<file path="config.mk">
export PLATFORM = sky130hd
export DESIGN_NAME = counter_access_arbiter
export DESIGN_NICKNAME = d
export VERILOG_FILES = /design/src/rtl/counter_arb_pkg.sv /design/src/rtl/req_edge_detect.sv /design/src/rtl/counter_access_arbiter.sv
export SDC_FILE = /design/constraint.sdc
export NUM_CORES = 1
export LEC_CHECK = 0
export BUFFER_PORTS_ARGS = -buffer_cell sky130_fd_sc_hd__buf_2
export CAP_MARGIN = 40
export CORE_MARGIN = 10
export CORE_UTILIZATION = 60
export CTS_BUF_LIST = sky130_fd_sc_hd__clkbuf_8
export DETAILED_ROUTE_END_ITERATION = 7
export MAX_ROUTING_LAYER = met4
export PLACE_DENSITY_LB_ADDON = 0.25
export SYNTH_ARGS = -nofsm -noshare
export SYNTH_HDL_FRONTEND = slang
export SYNTH_SLANG_ARGS = --single-unit
</file>
<file path="constraint.sdc">
create_clock -name clk -period 2.2 [get_ports clk]
set_input_delay 0.22 -clock clk [delete_from_list [all_inputs] [get_ports clk]]
set_output_delay 0.22 -clock clk [all_outputs]
set_load 0.005 [all_outputs]
</file>
<file path="src/rtl/counter_arb_pkg.sv">
// Shared definitions for the counter access arbiter: FSM state encoding,
// default parameter values and a small constant helper.
package counter_arb_pkg;

  localparam int unsigned DEF_N_REQ          = 3;
  localparam int unsigned DEF_LOCKOUT_CYCLES = 16;
  localparam int unsigned DEF_ACK_TIMEOUT    = 255;

  typedef enum logic [1:0] {
    ST_IDLE  = 2'd0,
    ST_ISSUE = 2'd1,
    ST_HOLD  = 2'd2
  } arb_state_t;

  // Larger of two constants, used to size the shared cycle counter.
  function automatic int unsigned max_u(input int unsigned a, input int unsigned b);
    return (a > b) ? a : b;
  endfunction

endpackage

</file>
<file path="src/rtl/req_edge_detect.sv">
// Per-bit rising-edge detector for the request levels.
// Ports:
//   clk, reset   clock and asynchronous active-high reset
//   level        request levels (already synchronized/debounced)
//   rise_c       combinational rising-edge vector: level & ~prev
// The history register resets to all ones so a level held high through
// reset release does not look like a fresh request.
module req_edge_detect #(
  parameter int unsigned WIDTH = 3
) (
  input  logic             clk,
  input  logic             reset,
  input  logic [WIDTH-1:0] level,
  output logic [WIDTH-1:0] rise_c
);

  logic [WIDTH-1:0] prev_q;

  // Previous-cycle sample of the levels.
  always_ff @(posedge clk or posedge reset) begin
    if (reset) prev_q <= '1;
    else       prev_q <= level;
  end

  assign rise_c = level & ~prev_q;

endmodule

</file>
<file path="src/rtl/counter_access_arbiter.sv">
// Round-robin arbiter serializing button requests into single commands
// toward a shared counter, with ack timeout and post-command lockout.
// Ports:
//   clk, reset    clock and asynchronous active-high reset
//   req_i         per-requester request levels
//   cmd_valid_o   command valid toward the counter
//   cmd_id_o      granted requester index
//   cmd_ack_i     counter accepted the command (only honoured in ISSUE)
//   grant_o       one-hot of cmd_id_o, zero when no command is valid
//   busy_o        high whenever the FSM is not IDLE
//   overrun_o     pulse: new edge on a requester already pending
//   timeout_o     pulse: command aborted because no ack arrived
// Build option: define CLEAR_PRIORITY_EN to give requester 0 absolute
// priority in IDLE; the others keep rotating among themselves.
module counter_access_arbiter
  import counter_arb_pkg::*;
#(
  parameter int unsigned N_REQ          = DEF_N_REQ,
  parameter int unsigned LOCKOUT_CYCLES = DEF_LOCKOUT_CYCLES,
  parameter int unsigned ACK_TIMEOUT    = DEF_ACK_TIMEOUT
) (
  input  logic                       clk,
  input  logic                       reset,
  input  logic [N_REQ-1:0]           req_i,
  output logic                       cmd_valid_o,
  output logic [$clog2(N_REQ)-1:0]   cmd_id_o,
  input  logic                       cmd_ack_i,
  output logic [N_REQ-1:0]           grant_o,
  output logic                       busy_o,
  output logic                       overrun_o,
  output logic                       timeout_o
);

  localparam int unsigned ID_W      = $clog2(N_REQ);
  localparam int unsigned CNT_MAX   = max_u(ACK_TIMEOUT, LOCKOUT_CYCLES);
  localparam int unsigned CNT_W     = (CNT_MAX < 2) ? 1 : $clog2(CNT_MAX);
  localparam int unsigned ACK_LAST  = ACK_TIMEOUT - 1;
  localparam int unsigned HOLD_LAST = (LOCKOUT_CYCLES == 0) ? 0 : LOCKOUT_CYCLES - 1;

  arb_state_t       state_q, state_d;
  logic [CNT_W-1:0] cnt_q, cnt_d;
  logic [N_REQ-1:0] pending_q, pending_d;
  logic [ID_W-1:0]  last_grant_q, last_grant_d;
  logic [N_REQ-1:0] req_rise;
  logic [N_REQ-1:0] clr_vec;
  logic [ID_W-1:0]  rr_winner;
  logic             cmd_valid_d, busy_d, overrun_d, timeout_d;
  logic [ID_W-1:0]  cmd_id_d;
  logic [N_REQ-1:0] grant_d;

  req_edge_detect #(
    .WIDTH (N_REQ)
  ) u_edge (
    .clk    (clk),
    .reset  (reset),
    .level  (req_i),
    .rise_c (req_rise)
  );

  // Winner search: first pending index upward from last_grant+1, wrapping.
  always_comb begin
    int unsigned idx;
    logic        found;
    rr_winner = last_grant_q;
    found     = 1'b0;
    idx       = 0;
    for (int unsigned off = 1; off <= N_REQ; off++) begin
      idx = 32'(last_grant_q) + off;
      if (idx >= N_REQ) idx = idx - N_REQ;
      if (!found && pending_q[ID_W'(idx)]) begin
        rr_winner = ID_W'(idx);
        found     = 1'b1;
      end
    end
`ifdef CLEAR_PRIORITY_EN
    // Requester 0 overrides rotation; with bit 0 clear the search above
    // already rotates over the remaining requesters only.
    if (pending_q[0]) rr_winner = '0;
`else
`endif
  end

  // Next-state and next-output logic.
  always_comb begin
    state_d      = state_q;
    cnt_d        = cnt_q;
    last_grant_d = last_grant_q;
    cmd_valid_d  = cmd_valid_o;
    cmd_id_d     = cmd_id_o;
    timeout_d    = 1'b0;
    clr_vec      = '0;

    unique case (state_q)
      ST_IDLE: begin
        if (|pending_q) begin
          state_d     = ST_ISSUE;
          cnt_d       = '0;
          cmd_valid_d = 1'b1;
          cmd_id_d    = rr_winner;
        end
      end
      ST_ISSUE: begin
        // An ack on the final allowed cycle still counts as accepted.
        if (cmd_ack_i || (cnt_q == CNT_W'(ACK_LAST))) begin
          timeout_d    = ~cmd_ack_i;
          clr_vec      = N_REQ'(1) << cmd_id_o;
          last_grant_d = cmd_id_o;
          cmd_valid_d  = 1'b0;
          cnt_d        = '0;
          state_d      = (LOCKOUT_CYCLES == 0) ? ST_IDLE : ST_HOLD;
        end else begin
          cnt_d = cnt_q + CNT_W'(1);
        end
      end
      ST_HOLD: begin
        if (cnt_q == CNT_W'(HOLD_LAST)) begin
          state_d = ST_IDLE;
          cnt_d   = '0;
        end else begin
          cnt_d = cnt_q + CNT_W'(1);
        end
      end
      default: begin
        state_d     = ST_IDLE;
        cnt_d       = '0;
        cmd_valid_d = 1'b0;
      end
    endcase

    // New edges win over the clear of the command just finished.
    pending_d = (pending_q & ~clr_vec) | req_rise;
    overrun_d = |(req_rise & pending_q);
    busy_d    = (state_d != ST_IDLE);
    grant_d   = cmd_valid_d ? (N_REQ'(1) << cmd_id_d) : '0;
  end

  // State and registered outputs.
  always_ff @(posedge clk or posedge reset) begin
    if (reset) begin
      state_q      <= ST_IDLE;
      cnt_q        <= '0;
      pending_q    <= '0;
      last_grant_q <= ID_W'(N_REQ - 1);
      cmd_valid_o  <= 1'b0;
      cmd_id_o     <= '0;
      grant_o      <= '0;
      busy_o       <= 1'b0;
      overrun_o    <= 1'b0;
      timeout_o    <= 1'b0;
    end else begin
      state_q      <= state_d;
      cnt_q        <= cnt_d;
      pending_q    <= pending_d;
      last_grant_q <= last_grant_d;
      cmd_valid_o  <= cmd_valid_d;
      cmd_id_o     <= cmd_id_d;
      grant_o      <= grant_d;
      busy_o       <= busy_d;
      overrun_o    <= overrun_d;
      timeout_o    <= timeout_d;
    end
  end

endmodule

</file>
# --- After elaboration in Yosys (flattened, before gate mapping) ---
# Cells that the tools add are included.
op_classes:
  n_addsub: 7
  magnitude_cmp: 6
  eq_ne: 5
  shifts: 2
  muxes: 32
  n_bitwise: 7
  n_reduce_logical: 10
ops:
  columns: ["cell", "count"]
  rows:
  - ["8-bit two-way mux", 3]
  - ["8-bit one-hot mux with 3 select lines", 1]
  - ["2-bit two-way mux", 11]
  - ["3-bit bitwise AND", 3]
  - ["3-bit by 2-bit greater-or-equal comparator with 1-bit output (second input constant)", 3]
  - ["2-bit by 3-bit < comparator with 1-bit output (second input constant)", 3]
  - ["1-bit two-way mux", 9]
  - ["3-bit two-way mux", 3]
  - ["8-bit by 1-bit adder with 8-bit output (second input constant)", 1]
  - ["8-bit by 4-bit equality test with 1-bit output (second input constant)", 1]
  - ["8-bit equality test (second input constant)", 1]
  - ["2-bit by 2-bit adder with 3-bit output (second input constant)", 2]
  - ["1-bit binary-select mux with 2-bit select", 3]
  - ["3-bit NOT", 2]
  - ["2-bit one-hot mux with 3 select lines", 1]
  - ["3-bit OR reduction", 2]
  - ["1-bit by 2-bit << shifter with 3-bit output (first input constant)", 2]
  - ["2-bit subtractor (second input constant)", 3]
  - ["2-bit by 1-bit adder with 3-bit output (second input constant)", 1]
  - ["3-bit bitwise OR", 1]
  - ["1-bit one-hot mux with 3 select lines", 1]
  - ["2-bit by 1-bit equality test with 1-bit output (second input constant)", 1]
  - ["2-bit equality test (second input constant)", 1]
  - ["1-bit logical AND", 2]
  - ["other kinds (7)", 8]
totals:
  register_bits: 27
  input_bits: 6
  out_inout_bits: 9
  wordCells: 80

# --- Logic depth before layout (Yosys ltp) ---
depth:
  ltp_word: 16
  mapped_depth: 8
  depth_no_buf: 8

# --- Cells and area by module ---
# From an unflattened synthesis, not the netlist that was laid out.
hier_totals:
  hier_cells: 145
  hier_area_um2: 1552.7
modules_own_cells:
  columns: ["mod", "n_inst", "cells_each", "area_each_um2", "seq_area_each_um2"]
  rows:
  - ["counter_access_arbiter", 1, 138, 1428.9, 601.8]
  - ["req_edge_detect", 1, 7, 123.9, 78.8]

# --- Worst setup path before layout ---
# Ideal clock, no wire load.
synth_path:
  path_type: "register to register"
  startpoint: "reg last_grant_q[1]"
  endpoint: "reg grant_o[2]"
  setup_time_ns: 0.120
  arrival_ns: 1.708
  required_time_ns: 2.080
  setup_slack_ns: 0.372
  stages_incl_launch_ff: 8
  n_path_buf: 0
  period_less_slack_ns: 1.828
  path_cell_list: "dfstp_2 > inv_1 > ha_1 > mux2i_1 > o211ai_1 > a32oi_1 > o22ai_2 > and3_1"
synth_between:
  elab_chain_len: 16
  word_cells_on_any_way: 31
  cone_classes: "add/sub (6); order compare (3); shift (1); mux (17); reduce/logical (4)"
synth_lines:
  columns: ["item", "line_no", "rtl"]
  rows:
  - ["start, declared", "counter_access_arbiter.sv:43", "logic [ID_W-1:0] last_grant_q, last_grant_d;"]
  - ["start signal, assigned", "counter_access_arbiter.sv:143", "last_grant_q <= ID_W'(N_REQ - 1);"]
  - ["start signal, assigned", "counter_access_arbiter.sv:154", "last_grant_q <= last_grant_d;"]
  - ["2-bit by 1-bit adder with 3-bit output", "counter_access_arbiter.sv:68", "idx = 32'(last_grant_q) + off;"]
  - ["3-bit by 2-bit greater-or-equal comparator with 1-bit output or 2-bit subtractor (tied branches)", "counter_access_arbiter.sv:69", "if (idx >= N_REQ) idx = idx - N_REQ;"]
  - ["2-bit two-way mux", "counter_access_arbiter.sv:69", null]
  - ["1-bit binary-select mux with 2-bit select", "counter_access_arbiter.sv:70", "if (!found && pending_q[ID_W'(idx)]) begin"]
  - ["1-bit two-way mux (implied by the code)", "counter_access_arbiter.sv:70", null]
  - ["1-bit two-way mux", "counter_access_arbiter.sv:70", null]
  - ["1-bit logical NOT", "counter_access_arbiter.sv:70", null]
  - ["1-bit logical AND", "counter_access_arbiter.sv:70", null]
  - ["[... 2 more ...]", null, null]
  - ["1-bit logical AND", "counter_access_arbiter.sv:70", null]
  - ["2-bit two-way mux (*)", "counter_access_arbiter.sv:70", null]
  - ["2-bit two-way mux (*)", "counter_access_arbiter.sv:95", "if (|pending_q) begin"]
  - ["2-bit two-way mux (*)", "counter_access_arbiter.sv:93", "unique case (state_q)"]
  - ["named net cmd_id_d[1]", "counter_access_arbiter.sv:48", "logic [ID_W-1:0] cmd_id_d;"]
  - ["1-bit by 2-bit << shifter with 3-bit output (*)", "counter_access_arbiter.sv:134", "grant_d = cmd_valid_d ? (N_REQ'(1) << cmd_id_d) : '0;"]
  - ["3-bit two-way mux (*)", "counter_access_arbiter.sv:134", null]
  - ["named net grant_d[2]", "counter_access_arbiter.sv:49", "logic [N_REQ-1:0] grant_d;"]
  - ["end signal, assigned", "counter_access_arbiter.sv:157", "grant_o <= grant_d;"]
  - ["end, declared", "counter_access_arbiter.sv:28", "output logic [N_REQ-1:0] grant_o,"]
# Mark *: on every way through the listed nets, which the timed path passes. The rest lies on a longest branch. The select of a mux whose other input is x is not followed.
# A chain may end at the register's enable or synchronous reset.

# --- Worst setup path after layout ---
layout_path:
  startpoint: "reg last_grant_q[1]"
  endpoint: "reg grant_o[0]"
# Same word-level chain as after synthesis.

==> results.toml <==
[sta]
tightest_slew_ps = 576.4
max-slew-margin-rel_pct = 61.17
setup_viol = 0
hold_viol = 0
setup_tns_ps = 0
period_share_pct = 92.74
fin_crit_ps = 2040
fmax_ghz = 0.4901
slew_viol_final = 0
fin_skew_ps = 3.102
rsz0062_at_grt = "false"
worst_hold_slack_ps = 57.30
worst_slack_ps = 159.7

[global_route]
grt_max_degree = 28
grt_pass1_wl_mm = 5.326
antenna_found_initial = 0
grt_pass1_vias = 1170
grt-ovfl-total = 0
grtUsageTotal_pct = 13.22

[worst_hold_path]
hp-class = "in2reg"
hold_path_depth = 1
hp-start = "req_i[1]"
holdPathEnd = "u_edge.prev_q[1]"

[place]
dp_hpwl_mm = 2.293
gp_congestion = 0.8904
detailed_place.area_um2 = 1568
portBuffers = 14
pre_cts_slack_ps = 209.4

[drt]
wire_per_inst_um = 15.73
route.antenna.remaining_nets = 0
drc_errors = 0
drt-total-wl_mm = 3.068
drt-initial-drc-count = 112
vias_per_cell = 5.877
drtPass1Iterations = 4
vias = 1146

[yosys]
synth_edf_count = 0
ys_seq_area_share_pct = 46.86
synth_nets = 162
ys_warn_count = 0
syn_area_um2 = 1453
synthArstFlopShare_pct = 100.0
ys.flop_type = "dfrtp_1"
synth_area_per_cell_um2 = 9.882
synth-seq-cells = 27
synthCells = 147
synth_cell_types = 42

[critical_path]
cp_num_cells = 8
critPathMaxFanout = 6
critPathMostFrequentCell = "inv_1"
slowest_stage = "dfstp_2"
cp-start-kind = "register"
required_ps = 2390
cp_top_family = "flip-flops"
worstRegToRegCells = 8
startpoint = "last_grant_q[1]"
crit_path_cell_trace = "inv_1 > ha_1 > inv_1 > a21oi_1 > a32o_1 > mux2i_1 > inv_1 > nor3_1"
end_kind = "register"
critical-path-max-stage-delay_ps = 560
r2r-start = "last_grant_q[1]"
path_buf_inv = 3
crit_type = "reg2reg"
rr_endpoint = "grant_o[0]"
r2r_setup_slack_ps = 160
arrival_ps = 2230

[pwr]
total_power_uw = 2076
p_leak_uw = 0.0007574
vdd_drop_max_uv = 1030
p_per_area_nw_per_um2 = 1277

[floorplan]
die-area_um2 = 4789
fp.dieW_um = 69.21
start_util_pct = 64.43
fp-row-count = 17
coreArea_um2 = 2255
ios = 15
die_h_um = 69.21

[run_status]
status = "completed"

[flow_run]
cap_violations = 0

[cts]
cts-root-buf = "clkbuf_8"
clk_latency_ps = 270
cts_sinks = 27
cts_tree = "built"
clock_path_buffers = 2
cts.htree.levels = 1
cts_buffers = 3
cts.clk_slew.worst_paths_ps = 90
postCtsSetupBuffers = 0

[final_layout]
nets = 183
finish.instance_area_um2 = 1625
drive_gt1_share_pct = 17.96
n_antenna_cell = 0
areaGrowthSynthToFinish_pct = 11.89
kinds of logic after synthesis:
group                    share of synthesized area (%)
buffers and inverters                            4.995
adder cells (fa/ha/maj)                          7.752
flip-flops                                       46.86
AND/OR/NAND/NOR                                  16.19
multiplexers                                     2.153
AO/OA/AOI/OAI                                    22.05
flip-flops by register name, summed over array words and instances, names as in the netlist:
signal / cells
last_grant_q: 2
cmd_id_o: 2
grant_o: 3
overrun_o: 1
cmd_valid_o: 1
busy_o: 1
u_edge.prev_q: 3
state_q: 2
pending_q: 3
timeout_o: 1
cnt_q: 8
cells in the final DEF (no fill, tap or decap), drive strengths merged, types with 2 or more instances in the layout:
master,instances
dfstp,4
nor2,5
o22ai,2
nand2,7
ha,9
mux2i,2
dfrtp,23
a21bo,2
buf,16
a21oi,8
a32oi,2
and3,2
nand3,6
a21o,5
inv,18
nor3,7
or3,6
o211ai,2
and2,2
nand2b,4
o21ai,12
clkbuf,3
how the worst max path moves through the flow:
stage	end	slack (ps)
floorplan	grant_o[2]	370
global placement	grant_o[2]	250
detailed placement	grant_o[0]	210
CTS	grant_o[0]	170
global route	grant_o[0]	20
finish	grant_o[0]	160
what timing repair did:
action                                  CTS  global route
endpoints found under the hold margin    23             0
endpoints found under the setup margin    0             1
gates resized for setup                   0             1
hold buffers                              1             0
worst register-to-register path, cell delays in order, from the launching register on:
cell	delay, ps
dfstp_2	560
inv_1	70
ha_1	360
inv_1	140
a21oi_1	60
a32o_1	270
mux2i_1	240
inv_1	90
nor3_1	180
per-layer routing:
| layer | vias up | global-route usage [%] | share of wire (%) |
|---|---|---|---|
| met5 | - | - | 0 |
| met2 | 29 | 21.98 | 48 |
| met1 | 546 | 15.34 | 45 |
| met3 | 5 | 2.710 | 5.0 |
| li1 | 566 | - | - |
| met4 | 0 | 4.656 | 1.6 |
stage by stage:
step	cells	utilization, %
floorplan	147	-
global placement	190	69.53
detailed placement	190	69.53
CTS	195	72.03
global route	195	72.09
finish	195	72.09
report_power, final:
group	internal [uW]	switching [uW]	leakage [uW]	total (uW)
clock network	127	151	0.0000255	277
registers	635	145	0.000333	780
logic	464	554	0.000399	1020
total	1230	850	0.000757	2080
area by class of cell:
cell class                 count  area, um^2
timing repair buffer          17       95.09
fill                         189       629.4
sequential                    27       681.9
tap                           28       35.03
inverter                      18       67.56
clock buffer                   3       41.29
clock inverter                 1       5.005
multi-input combinational    101       699.4
Yosys cell counts, drive strengths merged, types with 4 or more instances:
cell,count,share of area [%]
or3,6,2.6
nand2,7,1.8
o21ai,12,4.1
nand3,6,2.1
a21o,5,2.6
nor3,7,2.4
ha,9,7.8
dfrtp,23,40
nand2b,4,1.7
inv,18,4.7
a21oi,8,2.8
dfstp,4,7.2
nor2,5,1.3
(Power assumes the default switching activity.)
